File: src/rtl/mips_cpu_offset_pipe_if.sv
// Bundle between the address-calculation stage and the offset delay pipe.
// The bypass signal only exists when OFFSET_PIPE_BYPASS_EN is defined.
interface mips_cpu_offset_pipe_if #(
    parameter int WIDTH = 2,
    parameter int DEPTH = 2
);
    localparam int OCC_W = $clog2(DEPTH + 1);

    logic             wr_en;
    logic             stall;
    logic             flush;
    logic [WIDTH-1:0] data_in;
    logic [1:0]       size_in;
`ifdef OFFSET_PIPE_BYPASS_EN
    logic             bypass;
`endif
    logic [WIDTH-1:0] data_out;
    logic [1:0]       size_out;
    logic             valid_out;
    logic [3:0]       byte_en_out;
    logic             misaligned_out;
    logic [OCC_W-1:0] occupancy;

    modport master (
        output wr_en, stall, flush, data_in, size_in,
`ifdef OFFSET_PIPE_BYPASS_EN
        output bypass,
`endif
        input  data_out, size_out, valid_out, byte_en_out, misaligned_out, occupancy
    );

    modport slave (
        input  wr_en, stall, flush, data_in, size_in,
`ifdef OFFSET_PIPE_BYPASS_EN
        input  bypass,
`endif
        output data_out, size_out, valid_out, byte_en_out, misaligned_out, occupancy
    );
endinterface

File: src/rtl/mips_cpu_offset_pipe.sv
// Delay pipe carrying byte offset and access size to the memory stage, with byte-lane decode.
// Optional zero-latency bypass enabled by defining OFFSET_PIPE_BYPASS_EN.
module mips_cpu_offset_pipe #(
    parameter int WIDTH = 2,
    parameter int DEPTH = 2
) (
    input  logic                 clk,
    input  logic                 reset_n,
    mips_cpu_offset_pipe_if.slave bus
);
    localparam int OCC_W = $clog2(DEPTH + 1);

    logic [DEPTH-1:0] w_valid_nxt;
    logic [OCC_W-1:0] w_occ_nxt;
    logic [OCC_W-1:0] r_occ;

    genvar gi;
    generate
        for (gi = 0; gi < DEPTH; gi++) begin : g_stage
            logic             r_valid;
            logic [WIDTH-1:0] r_data;
            logic [1:0]       r_size;
            logic             w_src_valid;
            logic [WIDTH-1:0] w_src_data;
            logic [1:0]       w_src_size;

            if (gi == 0) begin : g_head
                // Bubbles enter with data/size zeroed so downstream stages never hold stale payload.
                assign w_src_valid = bus.wr_en;
                assign w_src_data  = bus.wr_en ? bus.data_in : '0;
                assign w_src_size  = bus.wr_en ? bus.size_in : 2'b00;
            end else begin : g_tail
                assign w_src_valid = g_stage[gi-1].r_valid;
                assign w_src_data  = g_stage[gi-1].r_data;
                assign w_src_size  = g_stage[gi-1].r_size;
            end

            assign w_valid_nxt[gi] = bus.flush ? 1'b0 : (bus.stall ? r_valid : w_src_valid);

            always_ff @(posedge clk or negedge reset_n) begin
                if (!reset_n) begin
                    r_valid <= 1'b0;
                    r_data  <= '0;
                    r_size  <= 2'b00;
                end else if (bus.flush) begin
                    r_valid <= 1'b0;
                    r_data  <= '0;
                    r_size  <= 2'b00;
                end else if (!bus.stall) begin
                    r_valid <= w_src_valid;
                    r_data  <= w_src_data;
                    r_size  <= w_src_size;
                end
            end
        end
    endgenerate

    always_comb begin
        w_occ_nxt = '0;
        for (int i = 0; i < DEPTH; i++) begin
            w_occ_nxt = w_occ_nxt + OCC_W'(w_valid_nxt[i]);
        end
    end

    // Occupancy tracks the post-edge valid bits, so it is computed from next state.
    always_ff @(posedge clk or negedge reset_n) begin
        if (!reset_n) begin
            r_occ <= '0;
        end else begin
            r_occ <= w_occ_nxt;
        end
    end

    logic             w_out_valid;
    logic [WIDTH-1:0] w_out_data;
    logic [1:0]       w_out_size;

`ifdef OFFSET_PIPE_BYPASS_EN
    logic w_byp;
    assign w_byp       = bus.bypass & ~bus.flush & ~bus.stall;
    assign w_out_valid = w_byp ? bus.wr_en   : g_stage[DEPTH-1].r_valid;
    assign w_out_data  = w_byp ? bus.data_in : g_stage[DEPTH-1].r_data;
    assign w_out_size  = w_byp ? bus.size_in : g_stage[DEPTH-1].r_size;
`else
    assign w_out_valid = g_stage[DEPTH-1].r_valid;
    assign w_out_data  = g_stage[DEPTH-1].r_data;
    assign w_out_size  = g_stage[DEPTH-1].r_size;
`endif

    logic [1:0] w_off;
    logic [3:0] w_byte_en;
    logic       w_misaligned;

    assign w_off = w_out_data[1:0];

    // Byte enables are still produced on a misaligned access; the consumer masks them.
    always_comb begin
        w_byte_en    = 4'b0000;
        w_misaligned = 1'b0;
        if (w_out_valid) begin
            case (w_out_size)
                2'b00: begin
                    w_byte_en    = 4'b0001 << w_off;
                    w_misaligned = 1'b0;
                end
                2'b01: begin
                    w_byte_en    = w_off[1] ? 4'b1100 : 4'b0011;
                    w_misaligned = w_off[0];
                end
                2'b10: begin
                    w_byte_en    = 4'b1111;
                    w_misaligned = (w_off != 2'b00);
                end
                default: begin
                    w_byte_en    = 4'b0000;
                    w_misaligned = 1'b1;
                end
            endcase
        end
    end

    assign bus.data_out       = w_out_data;
    assign bus.size_out       = w_out_size;
    assign bus.valid_out      = w_out_valid;
    assign bus.byte_en_out    = w_byte_en;
    assign bus.misaligned_out = w_misaligned;
    assign bus.occupancy      = r_occ;
endmodule
File: src/flat_wrapper.sv
// flat-port wrapper written by rule: the top's interface ports become plain ports
module mips_cpu_offset_pipe_flat 
#(
    parameter int WIDTH = 2,
    parameter int DEPTH = 2
)
  (clk, reset_n, bus_wr_en, bus_stall, bus_flush, bus_data_in, bus_size_in, bus_data_out, bus_size_out, bus_valid_out, bus_byte_en_out, bus_misaligned_out, bus_occupancy);
  mips_cpu_offset_pipe_if #(.WIDTH(WIDTH), .DEPTH(DEPTH)) bus_i ();
  input  logic clk;
  input  logic reset_n;
  input wire logic [$bits(bus_i.wr_en)-1:0] bus_wr_en;
  input wire logic [$bits(bus_i.stall)-1:0] bus_stall;
  input wire logic [$bits(bus_i.flush)-1:0] bus_flush;
  input wire logic [$bits(bus_i.data_in)-1:0] bus_data_in;
  input wire logic [$bits(bus_i.size_in)-1:0] bus_size_in;
  output wire logic [$bits(bus_i.data_out)-1:0] bus_data_out;
  output wire logic [$bits(bus_i.size_out)-1:0] bus_size_out;
  output wire logic [$bits(bus_i.valid_out)-1:0] bus_valid_out;
  output wire logic [$bits(bus_i.byte_en_out)-1:0] bus_byte_en_out;
  output wire logic [$bits(bus_i.misaligned_out)-1:0] bus_misaligned_out;
  output wire logic [$bits(bus_i.occupancy)-1:0] bus_occupancy;
  assign bus_i.wr_en = bus_wr_en;
  assign bus_i.stall = bus_stall;
  assign bus_i.flush = bus_flush;
  assign bus_i.data_in = bus_data_in;
  assign bus_i.size_in = bus_size_in;
  assign bus_data_out = bus_i.data_out;
  assign bus_size_out = bus_i.size_out;
  assign bus_valid_out = bus_i.valid_out;
  assign bus_byte_en_out = bus_i.byte_en_out;
  assign bus_misaligned_out = bus_i.misaligned_out;
  assign bus_occupancy = bus_i.occupancy;
  mips_cpu_offset_pipe #(.WIDTH(WIDTH), .DEPTH(DEPTH)) u_core (.clk(clk), .reset_n(reset_n), .bus(bus_i));
endmodule
File: config.mk
export PLATFORM = sky130hd
export DESIGN_NAME = mips_cpu_offset_pipe_flat
export DESIGN_NICKNAME = d
export VERILOG_FILES = /design/src/rtl/mips_cpu_offset_pipe_if.sv /design/src/rtl/mips_cpu_offset_pipe.sv /design/src/flat_wrapper.sv
export SDC_FILE = /design/constraint.sdc
export NUM_CORES = 1
export LEC_CHECK = 0
export ABC_CLOCK_PERIOD_IN_PS = 1230
export CAP_MARGIN = 20
export CORE_AREA = 2 2 39 41
export DETAILED_ROUTE_END_ITERATION = 7
export DIE_AREA = 0 0 41 43
export DONT_BUFFER_PORTS = 1
export GPL_TIMING_DRIVEN = 0
export PLACE_DENSITY = 0.63
export SETUP_SLACK_MARGIN = 0.02
export SLEW_MARGIN = 20
export SYNTH_ARGS = -nofsm -noshare
export SYNTH_HDL_FRONTEND = slang
export SYNTH_SLANG_ARGS = --single-unit
File: constraint.sdc
create_clock -name clk -period 1.23 [get_ports clk]
set_input_delay 0.3075 -clock clk [delete_from_list [all_inputs] [get_ports clk]]
set_output_delay 0.3075 -clock clk [all_outputs]
set_load 0.005 [all_outputs]
==> impl_metrics.py <==
metrics = {
    "status": {
        "outcome": "complete, but fails checks",
        "violations": "negative setup slack",
    },
    "global_routing": {
        "grt_max_degree": 13,
        "grt-ovfl-total": 0,
        "grt_pass1_wl_um": 1540,
        "antenna_found_initial": 0,
        "grt_usage_pct": 13.7,
        "grt_pass1_vias": 376,
    },
    "synth": {
        "ys_ff_latch": 12,
        "synthSimpleGateAreaFrac_pct": 12.4,
        "syn_area_per_cell_um2": 10.2,
        "synth_fp_nets": 63,
        "synth_seq_area_share_pct": 55.3,
        "synth_cell_types": 15,
        "synthCells": 53,
        "synthMuxAreaShare_pct": 9.22,
        "synthXorXnorAreaFrac_pct": 0,
        "yosys.area_share.adder_pct": 2.30,
        "synth-compound-area-share_pct": 15.9,
        "syn_area_um2": 543,
        "synth.yosys.warnings": 0,
        "synth_top_family_by_area": "compound AO/OA/AOI/OAI gates",
    },
    "setup_path": {
        "r2r_slack_ns": 0.15,
        "start_kind": "flop",
        "arrival_ns": 1.07,
        "r2r_cells": 3,
        "startpoint": "u_core.bus.size_out[0]",
        "worstReg2RegEnd": "u_core.bus.occupancy[0]",
        "max_stage_delay_ns": 0.45,
        "cp-endpoint": "bus_byte_en_out[2]",
        "cp_max_fo": 6,
        "r2r-start": "u_core.bus.valid_out",
        "slowest_stage": "dfrtp_2",
        "crit_path_end_kind": "output pin",
        "crit_path_cell_trace": "nand2b_4, a21oi_2, nor2_2",
        "cp_data_required_time_ns": 0.92,
        "path_class": "flop to output pin",
    },
    "min_path": {
        "worstHoldPathType": "input pin to flop",
    },
    "routing": {
        "drtIter0Drc": 3,
        "routed_wl_um": 981,
        "wl_per_cell_um": 13.3,
        "ant_nets": 0,
        "viasPerCell": 5.46,
        "via_count": 404,
        "dr.pass1.iters": 4,
        "drc_errors": 0,
    },
    "finish": {
        "fill_cells": 132,
        "nets": 70,
        "area_growth_syn_to_layout_pct": 20.3,
        "final_cell_mix": "nor2_1, dfrtp_1, mux2i_1",
        "mostFrequentLayoutCell": "nor2_1",
        "n_antenna_cell": 0,
        "post-route-cell-area_um2": 653,
        "drive_gt1_share_pct": 36.2,
        "fin_cells": 74,
    },
    "clock_network": {
        "clock-sinks": 12,
        "cts_tree": "built",
        "path_clk_slew_ns": 0.06,
        "clk_latency_ns": 0.26,
        "clockBufferDepth": 2,
        "numCtsBuffers": 3,
        "cts-root-buf": "clkbuf_4",
        "h-tree-depth": 1,
    },
    "power_and_ir_drop": {
        "cellLeakagePower_nw": 0.274,
        "comb_power_share_pct": 8.7,
        "clkPwrFrac_pct": 31.3,
        "p_sw_uw": 154,
        "power_frac_seq_pct": 60.0,
        "switching_share_pct": 22.0,
        "intPower_uw": 547,
        "powerDensity_nw_per_um2": 1070,
        "ir_drop_mv": 0.530,
    },
    "timing": {
        "finalSetupTns_ns": -0.683,
        "layout_min_cycle_time_ns": 1.38,
        "max_slew.worst_pin.slew_ns": 0.505,
        "maxSlewHeadroom_pct": 66.2,
        "hold_slack_ns": 0.203,
        "period_share_pct": 112,
        "finalSetupViolCount": 5,
        "setup_ws_ns": -0.149,
        "rsz0062_at_grt": "yes",
        "hold_viol": 0,
        "clock_skew_ns": 0.000516,
        "slew_viol_final": 0,
        "max_freq_ghz": 0.725,
    },
    "placement": {
        "placed_area_um2": 563,
        "gp_congestion": 0.695,
        "dp_hpwl_um": 674,
        "placedCellCount": 69,
        "io_buffers": 0,
    },
    "floorplanning": {
        "start_util_pct": 39.2,
        "dieArea_um2": 1760,
        "ioPinCount": 21,
        "die_w_um": 41,
        "core_um2": 1380,
        "chipHeight_um": 43,
        "std_cell_rows": 14,
    },
    "flow_run": {
        "max_cap_violations": 0,
    },
}
-- area by class of cell --
cell class	instances	area, µm²	area share, %
plain buffers	2	15.0	2.30
repair buffers	2	17.5	2.68
multi-input cells	36	259	39.7
well taps	16	20.0	3.07
inverters	3	13.8	2.11
clock buffers	3	22.5	3.45
flip-flops and latches	12	305	46.7
-- power by group through the flow --
stage               Sequential (mW)  Combinational, mW  Clock, mW
finish                        0.420             0.0608      0.219
global route                  0.422             0.0701      0.247
CTS                           0.420             0.0597      0.230
detailed placement            0.426             0.0451          0
global placement              0.426             0.0442          0
floorplan                     0.423             0.0383          0
-- state kept, by name, summed over array words and instances (netlist names) --
| register | cells |
|---|---|
| u_core.bus.size_out | 2 |
| u_core.g_stage.r_valid | 1 |
| u_core.bus.occupancy | 2 |
| u_core.g_stage.r_data | 2 |
| u_core.g_stage.r_size | 2 |
| u_core.bus.data_out | 2 |
| u_core.bus.valid_out | 1 |
-- worst min-delay path by stage --
stage | slack [ns] | depth (start not counted) | endpoint | startpoint
2_1_floorplan | 0.01 | 0 | u_core.bus.data_out[0] | reset_n
3_3_place_gp | 0.01 | 0 | u_core.bus.occupancy[0] | reset_n
3_5_place_dp | 0.01 | 0 | u_core.bus.occupancy[1] | reset_n
4_1_cts | 0.20 | 2 | u_core.g_stage[0].r_data[0] | bus_data_in[0]
5_1_grt | 0.20 | 2 | u_core.g_stage[0].r_size[1] | bus_size_in[1]
6_report | 0.20 | 2 | u_core.g_stage[0].r_data[0] | bus_data_in[0]
-- worst max-delay path, delay by kind of cell, from the launching register on --
kind	cells	cell delay [ns]
and+or+nand+nor	2	0.23
DFF	1	0.45
AOI/OAI and AO/OA	1	0.13
-- metal layers --
| metal | routed length (µm) | GRT usage [%] | up-vias |
|---|---|---|---|
| met5 | 0 | 0 | - |
| li1 | - | - | 199 |
| met4 | 24 | 12.0 | 0 |
| met1 | 421 | 16.2 | 189 |
| met3 | 70 | 4.71 | 2 |
| met2 | 464 | 18.8 | 14 |
-- metrics by stage --
step,setup WS [ns],power [mW],utilization (%)
after floorplan,0.166,0.461,-
after global placement,0.0307,0.470,40.7
after detailed placement,0.0105,0.471,40.7
after CTS,-0.144,0.710,46.1
after global routing,-0.215,0.739,47.2
final,-0.149,0.701,47.2
-- cell usage after synthesis --
| cell | n | area share (%) |
|---|---|---|
| dfrtp_1 | 12 | 55 |
| nor2_1 | 11 | 7.6 |
| a21oi_1 | 7 | 6.5 |
| mux2i_1 | 5 | 9.2 |
| o21ai_0 | 4 | 3.7 |
| a22oi_1 | 3 | 4.1 |
| inv_1 | 3 | 2.1 |
| buf_6 | 1 | 2.1 |
| clkbuf_1 | 1 | 0.69 |
| ha_1 | 1 | 2.3 |
| nand2_1 | 1 | 0.69 |
| nand2b_1 | 1 | 1.2 |
| nand3b_1 | 1 | 1.4 |
| nor2b_2 | 1 | 1.6 |
| o21ai_2 | 1 | 1.6 |
-- cell families after synthesis --
group | after synthesis
flops | 12
buf+inv | 5
mux | 5
compound gates | 15
fa+ha+maj | 1
simple gates | 15
-- timing repair --
action                     CTS  global route
pin swaps                    6             3
setup buffers                0             1
setup endpoints to repair    5             5
hold endpoints to repair    12             0
resized for setup           15             3
hold buffers                 1             0
(Power assumes the default switching activity.)
